<file path="src/rtl/corescore_fmt_pkg.sv">
// Shared types and ASCII helpers for the hex line formatter.
package corescore_fmt_pkg;

  typedef enum logic [2:0] {IDLE, PFX0, PFX1, DIGIT, CR, LF} fmt_state_e;

  localparam logic [7:0] ASCII_ZERO = 8'h30;
  localparam logic [7:0] ASCII_X    = 8'h78;
  localparam logic [7:0] ASCII_CR   = 8'h0D;
  localparam logic [7:0] ASCII_LF   = 8'h0A;

  // 0-9 -> '0'..'9'; 10-15 -> 'a'..'f' or 'A'..'F'
  function automatic logic [7:0] nibble_to_ascii(input logic [3:0] nibble, input logic uppercase);
    logic [7:0] base;
    if (nibble < 4'd10)  base = ASCII_ZERO;
    else if (uppercase)  base = 8'h37;
    else                 base = 8'h57;
    return base + 8'(nibble);
  endfunction

endpackage

</file>
<file path="src/rtl/corescore_hex_nibble.sv">
// Combinational nibble to ASCII hex digit.
module corescore_hex_nibble
  import corescore_fmt_pkg::*;
#(
  parameter bit UPPERCASE = 1'b0
) (
  input  logic [3:0] nibble,
  output logic [7:0] ascii_c
);

  assign ascii_c = nibble_to_ascii(nibble, UPPERCASE);

endmodule

</file>
<file path="src/rtl/corescore_hex_formatter.sv">
// Word to ASCII hex line ("0x", digits, CR, LF) streamed one byte per handshake.
// Build option CORESCORE_HEX_ZERO_SUPPRESS_EN skips leading zero digits.
module corescore_hex_formatter
  import corescore_fmt_pkg::*;
#(
  parameter int unsigned WIDTH     = 32,
  parameter bit          PREFIX    = 1'b1,
  parameter bit          UPPERCASE = 1'b0
) (
  input  logic             i_clk,
  input  logic             i_rst,
  input  logic [WIDTH-1:0] i_word,
  input  logic             i_valid,
  output logic             o_ready,
  output logic [7:0]       o_data,
  output logic             o_valid,
  input  logic             i_ready
);

  localparam int unsigned NDIG = WIDTH / 4;
  localparam int unsigned CW   = (NDIG > 1) ? $clog2(NDIG) : 1;

  fmt_state_e       state_q, state_d;
  logic [WIDTH-1:0] shift_q, shift_d;
  logic [CW-1:0]    cnt_q, cnt_d;
  logic [7:0]       data_d;
  logic             valid_d, ready_d;
  logic             word_xfer, byte_xfer;
  logic             skip_q, skip_d;
  logic [7:0]       digit_c;
`ifdef CORESCORE_HEX_ZERO_SUPPRESS_EN
  logic             seen_q, seen_d;
`endif

  // Digit for the byte about to be registered, taken from the next shift value
  corescore_hex_nibble #(.UPPERCASE(UPPERCASE)) u_nibble (
    .nibble  (shift_d[WIDTH-1 -: 4]),
    .ascii_c (digit_c)
  );

  always_ff @(posedge i_clk) begin
    if (!i_rst) begin
      state_q <= IDLE;
      shift_q <= '0;
      cnt_q   <= '0;
      o_ready <= 1'b0;
      o_valid <= 1'b0;
      o_data  <= 8'h00;
`ifdef CORESCORE_HEX_ZERO_SUPPRESS_EN
      seen_q  <= 1'b0;
`endif
    end else begin
      state_q <= state_d;
      shift_q <= shift_d;
      cnt_q   <= cnt_d;
      o_ready <= ready_d;
      o_valid <= valid_d;
      o_data  <= data_d;
`ifdef CORESCORE_HEX_ZERO_SUPPRESS_EN
      seen_q  <= seen_d;
`endif
    end
  end

  // Next state, datapath and the registered output values for that next state
  always_comb begin
    state_d   = state_q;
    shift_d   = shift_q;
    cnt_d     = cnt_q;
    data_d    = 8'h00;
    valid_d   = 1'b0;
    ready_d   = 1'b0;
    word_xfer = i_valid & o_ready;
    byte_xfer = o_valid & i_ready;
`ifdef CORESCORE_HEX_ZERO_SUPPRESS_EN
    seen_d    = seen_q;
    skip_q    = (state_q == DIGIT) && !seen_q && (cnt_q != '0) && (shift_q[WIDTH-1 -: 4] == 4'h0);
`else
    skip_q    = 1'b0;
`endif

    case (state_q)
      IDLE: begin
        if (word_xfer) begin
          shift_d = i_word;
          cnt_d   = CW'(NDIG - 1);
          state_d = PREFIX ? PFX0 : DIGIT;
`ifdef CORESCORE_HEX_ZERO_SUPPRESS_EN
          seen_d  = 1'b0;
`endif
        end
      end
      PFX0:  if (byte_xfer) state_d = PFX1;
      PFX1:  if (byte_xfer) state_d = DIGIT;
      DIGIT: begin
        // A bubble (skip_q) advances exactly like an emitted digit
        if (skip_q || byte_xfer) begin
          shift_d = shift_q << 4;
          if (cnt_q == '0) state_d = CR;
          else             cnt_d   = cnt_q - CW'(1);
`ifdef CORESCORE_HEX_ZERO_SUPPRESS_EN
          seen_d = seen_q | byte_xfer;
`endif
        end
      end
      CR:      if (byte_xfer) state_d = LF;
      LF:      if (byte_xfer) state_d = IDLE;
      default: state_d = IDLE;
    endcase

`ifdef CORESCORE_HEX_ZERO_SUPPRESS_EN
    skip_d = (state_d == DIGIT) && !seen_d && (cnt_d != '0) && (shift_d[WIDTH-1 -: 4] == 4'h0);
`else
    skip_d = 1'b0;
`endif

    ready_d = (state_d == IDLE);
    valid_d = (state_d != IDLE) && !skip_d;
    case (state_d)
      PFX0:    data_d = ASCII_ZERO;
      PFX1:    data_d = ASCII_X;
      DIGIT:   data_d = digit_c;
      CR:      data_d = ASCII_CR;
      LF:      data_d = ASCII_LF;
      default: data_d = 8'h00;
    endcase
  end

endmodule

</file>
<file path="config.mk">
export PLATFORM = sky130hd
export DESIGN_NAME = corescore_hex_formatter
export DESIGN_NICKNAME = d
export VERILOG_FILES = /design/src/rtl/corescore_fmt_pkg.sv /design/src/rtl/corescore_hex_nibble.sv /design/src/rtl/corescore_hex_formatter.sv
export SDC_FILE = /design/constraint.sdc
export NUM_CORES = 1
export LEC_CHECK = 0
export ABC_CLOCK_PERIOD_IN_PS = 4600
export BUFFER_PORTS_ARGS = -buffer_cell sky130_fd_sc_hd__buf_4
export CAP_MARGIN = 0
export CORE_ASPECT_RATIO = 1.75
export CORE_MARGIN = 8
export CORE_UTILIZATION = 25
export DETAILED_ROUTE_END_ITERATION = 8
export GPL_ROUTABILITY_DRIVEN = 0
export PLACE_DENSITY_LB_ADDON = 0.25
export SETUP_SLACK_MARGIN = 0.5
export SLEW_MARGIN = 20
export SYNTH_ARGS = -nofsm -noshare
export SYNTH_HDL_FRONTEND = slang
export SYNTH_SLANG_ARGS = --single-unit
</file>
<file path="constraint.sdc">
create_clock -name i_clk -period 4.6 [get_ports i_clk]
set_clock_uncertainty 0.2 [all_clocks]
set_input_delay 0 -clock i_clk [delete_from_list [all_inputs] [get_ports i_clk]]
set_output_delay 0 -clock i_clk [all_outputs]
set_load 0.01 [all_outputs]
</file>
==> impl_metrics.csv, run 1 <==
group,metric,value,unit
outcome,status,"finished clean",
critical_path,worst-path-max-fanout,16,
job,drv_cap,0,
sta,finalMaxSlewViolations,0,
route,drc_errors,0,
floorplanning,start_util,0.257,
grt,grt_pass1_vias,2157,
synth,synth_cell_types,41,
route,vias_per_cell,4.70,
floorplanning,io_pins,46,
sta,fin_setup_tns,0,ns
clock_network,cts.sinks,47,
floorplanning,dieHeight,138,µm
critical_path,slowest_stage,"dfxtp_1",
clock_network,htreeDepth,2,
grt,grt_max_degree,39,
route,drt_iter0_drc,77,
place,hpwlAfterDp,4.43,mm
power_and_ir_drop,max-vdd-ir-drop,0.000187,V
sta,worstMarginPinSlew,0.532,ns
min_path,hold_path_class,"flip-flop to flip-flop",
critical_path,cp.required,4.59,ns
route,dr.pass1.iters,4,
layout,diodes,0,
synth,synthCells,246,
grt,grt_first_pass_wirelength,10.2,mm
sta,min_period,3.29,ns
grt,gr-total-overflow,0,
clock_network,cts_buffers,5,
synth,yosys_warnings,0,
power_and_ir_drop,power_density,333,nW/µm²
floorplanning,core,8310,µm²
synth,synth_flop_cell,"dfxtp_1",
floorplanning,dieArea,11900,µm²
layout,final_common_cell,"buf_4",
layout,final_cell_mix,"buf_4, dfxtp_1, a21oi_1, nand2_1, dlygate4sd3_1",
clock_network,clk_latency,0.29,ns
power_and_ir_drop,leakagePower,1.24,nW
route,wirelength,6.10,mm
critical_path,cp-end-kind,"flip-flop",
critical_path,crit_chain,"nor2b_1, buf_4, a22oi_4, a221oi_2, a21oi_1, ha_1, fa_1, o21a_1, o32ai_1",
critical_path,critPathMaxStageDelay,0.66,ns
sta,clock.fmax,304,MHz
sta,rsz0062_at_grt,"no",
layout,synthToLayoutAreaGrowth,43.8,%
route,num_vias,2037,
floorplanning,rows,44,
synth,syn-cell-area,2130,µm²
sta,setup_violations,0,
critical_path,arrival,3.28,ns
grt,grt_antenna_before_repair,0,
synth,synth_nets,287,
route,wire_per_inst,14.1,µm
clock_network,clockBufferDepth,2,
clock_network,cts-root-buf,"clkbuf_16",
clock_network,cts_tree,"built",
sta,hold_slack,0.258,ns
synth,synth_edf_count,0,
floorplanning,fp.dieW,85.9,µm
layout,nets,358,
layout,layout-drive-gt1-share,0.195,
sta,slew_headroom,0.645,
synth,ys_seq_elements,47,
place,io_buffers,44,
synth,syn_avg_cell_area,8.68,µm²
synth,ys_seq_area_frac,0.441,
route,postRouteAntennaNets,0,
sta,period_share,0.716,
sta,hold_viol_final,0,
synth,async_reset_ff_frac,0,
grt,grt_usage,0.106,
clock_network,ctsResizeCount,0,
critical_path,crit_type,"flip-flop to flip-flop",
critical_path,startpoint_type,"flip-flop",
clock_network,post_cts_buffers,0,
clock_network,clkTransAtPathRegs,0.07,ns
==> final cells by class <==
| class | instances | area [µm²] |
|---|---|---|
| clock buffers | 5 | 125 |
| clock inverters | 3 | 47.5 |
| fillers | 873 | 5240 |
| inverters | 5 | 18.8 |
| multi-input cells | 174 | 1070 |
| flip-flops and latches | 47 | 941 |
| well taps | 115 | 144 |
| repair buffers | 84 | 718 |
==> cells in the mapped netlist, types with 3 or more instances <==
master	count	area, µm²
a21oi_1	37	185
a22oi_1	31	233
and2_1	4	25.0
and3_1	6	37.5
buf_2	8	40.0
clkbuf_1	9	33.8
dfxtp_1	47	941
ha_1	4	50.1
inv_1	5	18.8
nand2_1	35	131
nor2_1	18	67.6
nor2b_1	3	18.8
nor3_1	3	15.0
o21ai_0	4	20.0
==> kinds of logic (layout without fill, tap and decap cells) <==
group | Yosys count | count (layout) | synth area share
buffers and inverters | 25 | 97 | 0.0557
other | 1 | 1 | 0.00176
adder cells (fa/ha/maj) | 5 | 5 | 0.0328
AO/OA/AOI/OAI | 91 | 91 | 0.297
AND/OR/NAND/NOR | 76 | 76 | 0.168
XOR/XNOR | 1 | 1 | 0.00410
flip-flops | 47 | 47 | 0.441
==> report_power, final <==
group,switching (mW),internal (mW),leakage [nW]
Combinational,0.0752,0.0819,0.774
Clock,0.162,0.259,0.0844
Sequential,0.0144,0.429,0.383
Total,0.251,0.770,1.24
==> worst paths after layout <==
path                             startpoint          end  slack [ns]  cells past startpoint
worst min-delay path            shift_q[25]  shift_q[25]        0.26                      2
worst min register to register  shift_q[25]  shift_q[25]        0.26                      2
worst max register to register   state_q[1]    o_data[2]        1.31                      9
worst max-delay path             state_q[1]    o_data[2]        1.31                      9
==> sequential cells by signal, indices dropped and copies added, names as in the netlist <==
register and count:
cnt_q 3, o_valid 1, o_data 7, state_q 3
o_ready 1, shift_q 32
==> layer usage <==
metal  part of all wire  track usage  wire length [µm]
met4              0.022       0.0446               133
met1               0.39        0.104              2370
met3              0.044       0.0303               266
met5                  0            0                 0
met2               0.55        0.197              3330
==> timing repair <==
| action | in CTS | in global routing |
|---|---|---|
| endpoints found under the hold margin | 42 | 0 |
| endpoints found under the setup margin | 0 | 0 |
| hold buffers | 35 | 0 |
==> metrics by stage <==
stage / power [mW] / util / setup WS (ns) / area, µm² / cells
global route: 1.07 / 0.369 / 1.02 / 3070 / 433
detailed placement: 0.588 / 0.306 / 1.35 / 2550 / 390
finish: 1.02 / 0.369 / 1.31 / 3070 / 433
global placement: 0.587 / 0.306 / 1.48 / 2550 / 390
floorplan: 0.533 / - / 1.90 / 2130 / 246
CTS: 1.04 / 0.369 / 1.33 / 3070 / 433
==> worst max-delay path, delay by kind of cell, from the launching register on <==
family / cells / cell delay, ns
AO/OA/AOI/OAI: 5 / 1.23
buffers and inverters: 1 / 0.20
flip-flops: 1 / 0.66
adder cells (fa/ha/maj): 2 / 0.70
AND/OR/NAND/NOR: 1 / 0.20
Power figures use the tool's default switching activity.
==> run 2, diff against run 1 <==
--- a/config.mk
+++ b/config.mk
@@ -5,7 +5,7 @@
 export SDC_FILE = /design/constraint.sdc
 export NUM_CORES = 1
 export LEC_CHECK = 0
-export ABC_CLOCK_PERIOD_IN_PS = 4600
+export ABC_CLOCK_PERIOD_IN_PS = 3400
 export BUFFER_PORTS_ARGS = -buffer_cell sky130_fd_sc_hd__buf_4
 export CAP_MARGIN = 0
 export CORE_ASPECT_RATIO = 1.75
==> constraint.sdc (replaced) <==
create_clock -name i_clk -period 3.4 [get_ports i_clk]
set_clock_uncertainty 0.2 [all_clocks]
set_input_delay 0 -clock i_clk [delete_from_list [all_inputs] [get_ports i_clk]]
set_output_delay 0 -clock i_clk [all_outputs]
set_load 0.01 [all_outputs]
==> impl_metrics.csv, run 2 (synthesized netlist as in run 1, its figures left out) <==
group,metric,value,unit
sta,setup_slack,0.636,ns
grt,grt_first_pass_wirelength,9.92,mm
sta,clock.fmax,362,MHz
critical_path,cp-end-kind,"flip-flop",
critical_path,worst-path-max-fanout,5,
power_and_ir_drop,leakagePower,1.26,nW
layout,top_register,"shift_q",
clock_network,cts_tree,"built",
clock_network,cts.sinks,47,
critical_path,rr_startpoint,"o_ready",
layout,synthToLayoutAreaGrowth,45.4,%
route,drt_iter0_drc,62,
route,drc_errors,0,
outcome,status,"finished clean",
grt,gr-total-overflow,0,
place,hpwlAfterDp,4.40,mm
sta,min_period,2.76,ns
route,num_vias,2060,
floorplanning,io_pins,46,
job,drv_cap,0,
floorplanning,dieHeight,138,µm
layout,largest_reg_flops,32,
route,dr.pass1.iters,4,
critical_path,startpoint_type,"flip-flop",
sta,finalMaxSlewViolations,0,
place,io_buffers,44,
layout,fin_area,3100,µm²
critical_path,crit_family,"compound AO/OA/AOI/OAI gates",
clock_network,htreeDepth,2,
grt,grt_antenna_before_repair,0,
clock_network,clockBufferDepth,2,
sta,slew_headroom,0.567,
layout,layout-drive-gt1-share,0.225,
floorplanning,rows,44,
clock_network,cts-root-buf,"clkbuf_16",
critical_path,worstRegToRegCells,10,
critical_path,crit_type,"flip-flop to flip-flop",
clock_network,clk_latency,0.28,ns
power_and_ir_drop,power_density,418,nW/µm²
sta,hold_viol_final,0,
place,placed_area,2580,µm²
grt,grt_pass1_vias,2117,
min_path,worstHoldStart,"shift_q[25]",
grt,grt_max_degree,39,
critical_path,slowest_stage,"nor4bb_4",
sta,setup_violations,0,
critical_path,cp.required,3.40,ns
min_path,whs_path_depth,2,
floorplanning,fp.dieW,85.9,µm
min_path,hold_path_class,"flip-flop to flip-flop",
critical_path,cp.depth,10,
clock_network,cts_buffers,5,
route,postRouteAntennaNets,0,
floorplanning,core,8310,µm²
power_and_ir_drop,max-vdd-ir-drop,0.000197,V
critical_path,arrival,2.77,ns
layout,reg_top3,"shift_q x32, o_data x7",
floorplanning,dieArea,11900,µm²
route,wirelength,6.04,mm
critical_path,crit_start,"o_ready",
layout,diodes,0,
route,vias_per_cell,4.69,
sta,rsz0062_at_grt,"yes",
route,wire_per_inst,13.7,µm
place,pre_cts_ws,0.407,ns
sta,fin_setup_tns,0,ns
critical_path,crit_chain,"nor4bb_4, a22oi_4, a221oi_2, buf_4, inv_1, ha_1, a21oi_2, o21ai_1, o22a_1, o22ai_1",
layout,fillers,878,
sta,period_share,0.813,
critical_path,crit_buf_inv,2,
clock_network,clkTransAtPathRegs,0.07,ns
floorplanning,start_util,0.257,
layout,nets,364,
layout,final_common_cell,"buf_4",
layout,final_cell_mix,"buf_4, dfxtp_1, a21oi_1, nand2_1, dlygate4sd3_1",
sta,worstMarginPinSlew,0.648,ns
critical_path,critPathMaxStageDelay,0.41,ns
grt,grt_usage,0.103,
## run 2: cell types whose count changed in the layout (fill, tap and decap cells not counted), sizes merged
cell | before | now
buf | 49 | 55
bufinv | 1 | 0
clkbuf | 5 | 7
inv | 6 | 5
## run 2: cell type report
cell class	instances	area [µm²]	area share
sequential	47	946	0.305
inverter	5	18.8	0.00605
tap	115	144	0.0464
clock buffer	7	133	0.0427
multi-input combinational	174	1090	0.350
timing repair buffer	90	771	0.248
clock inverter	1	5.00	0.00161
## run 2: repair_timing
action / in CTS / in global routing
resized for setup: 2 / 7
pin swaps: 0 / 3
buffers inserted: 0 / 1
hold buffers: 35 / 0
hold endpoints to repair: 42 / 0
endpoints found under the setup margin: 4 / 5
gates cloned: 0 / 0
## run 2: path summary, 6_finish.rpt
path                  to  slack [ns]
max reg2reg    o_data[3]        0.64
min reg2reg  shift_q[25]        0.25
min          shift_q[25]        0.25
max            o_data[3]        0.64
## run 2: layer usage
layer | global-route usage | vias up | wire (µm)
met4 | 0.0437 | 0 | 133
met1 | 0.106 | 956 | 2300
met2 | 0.190 | 56 | 3370
li1 | - | 1038 | -
met5 | 0 | - | 0
met3 | 0.0255 | 10 | 235
## run 2: where the power goes
group | internal (mW) | switching (mW)
Combinational | 0.118 | 0.103
Clock | 0.272 | 0.205
Sequential | 0.580 | 0.0195
Total | 0.970 | 0.327
## run 2: through the flow
step                      total power, mW  utilization  instances  hold slack [ns]
after global placement              0.799        0.311        395           0.0552
after CTS                            1.31        0.370        438            0.253
after global routing                 1.35        0.373        439            0.263
after floorplan                     0.721            -        246          -0.0414
final                                1.30        0.373        439            0.251
after detailed placement            0.799        0.311        395           0.0639
## run 2: worst reg2reg max path, cell delays in order (launching register included)
cell and delay [ns]:
dfxtp_1 0.37, nor4bb_4 0.41, a22oi_4 0.18, a221oi_2 0.31
buf_4 0.18, inv_1 0.09, ha_1 0.32, a21oi_2 0.19
o21ai_1 0.08, o22a_1 0.20, o22ai_1 0.16
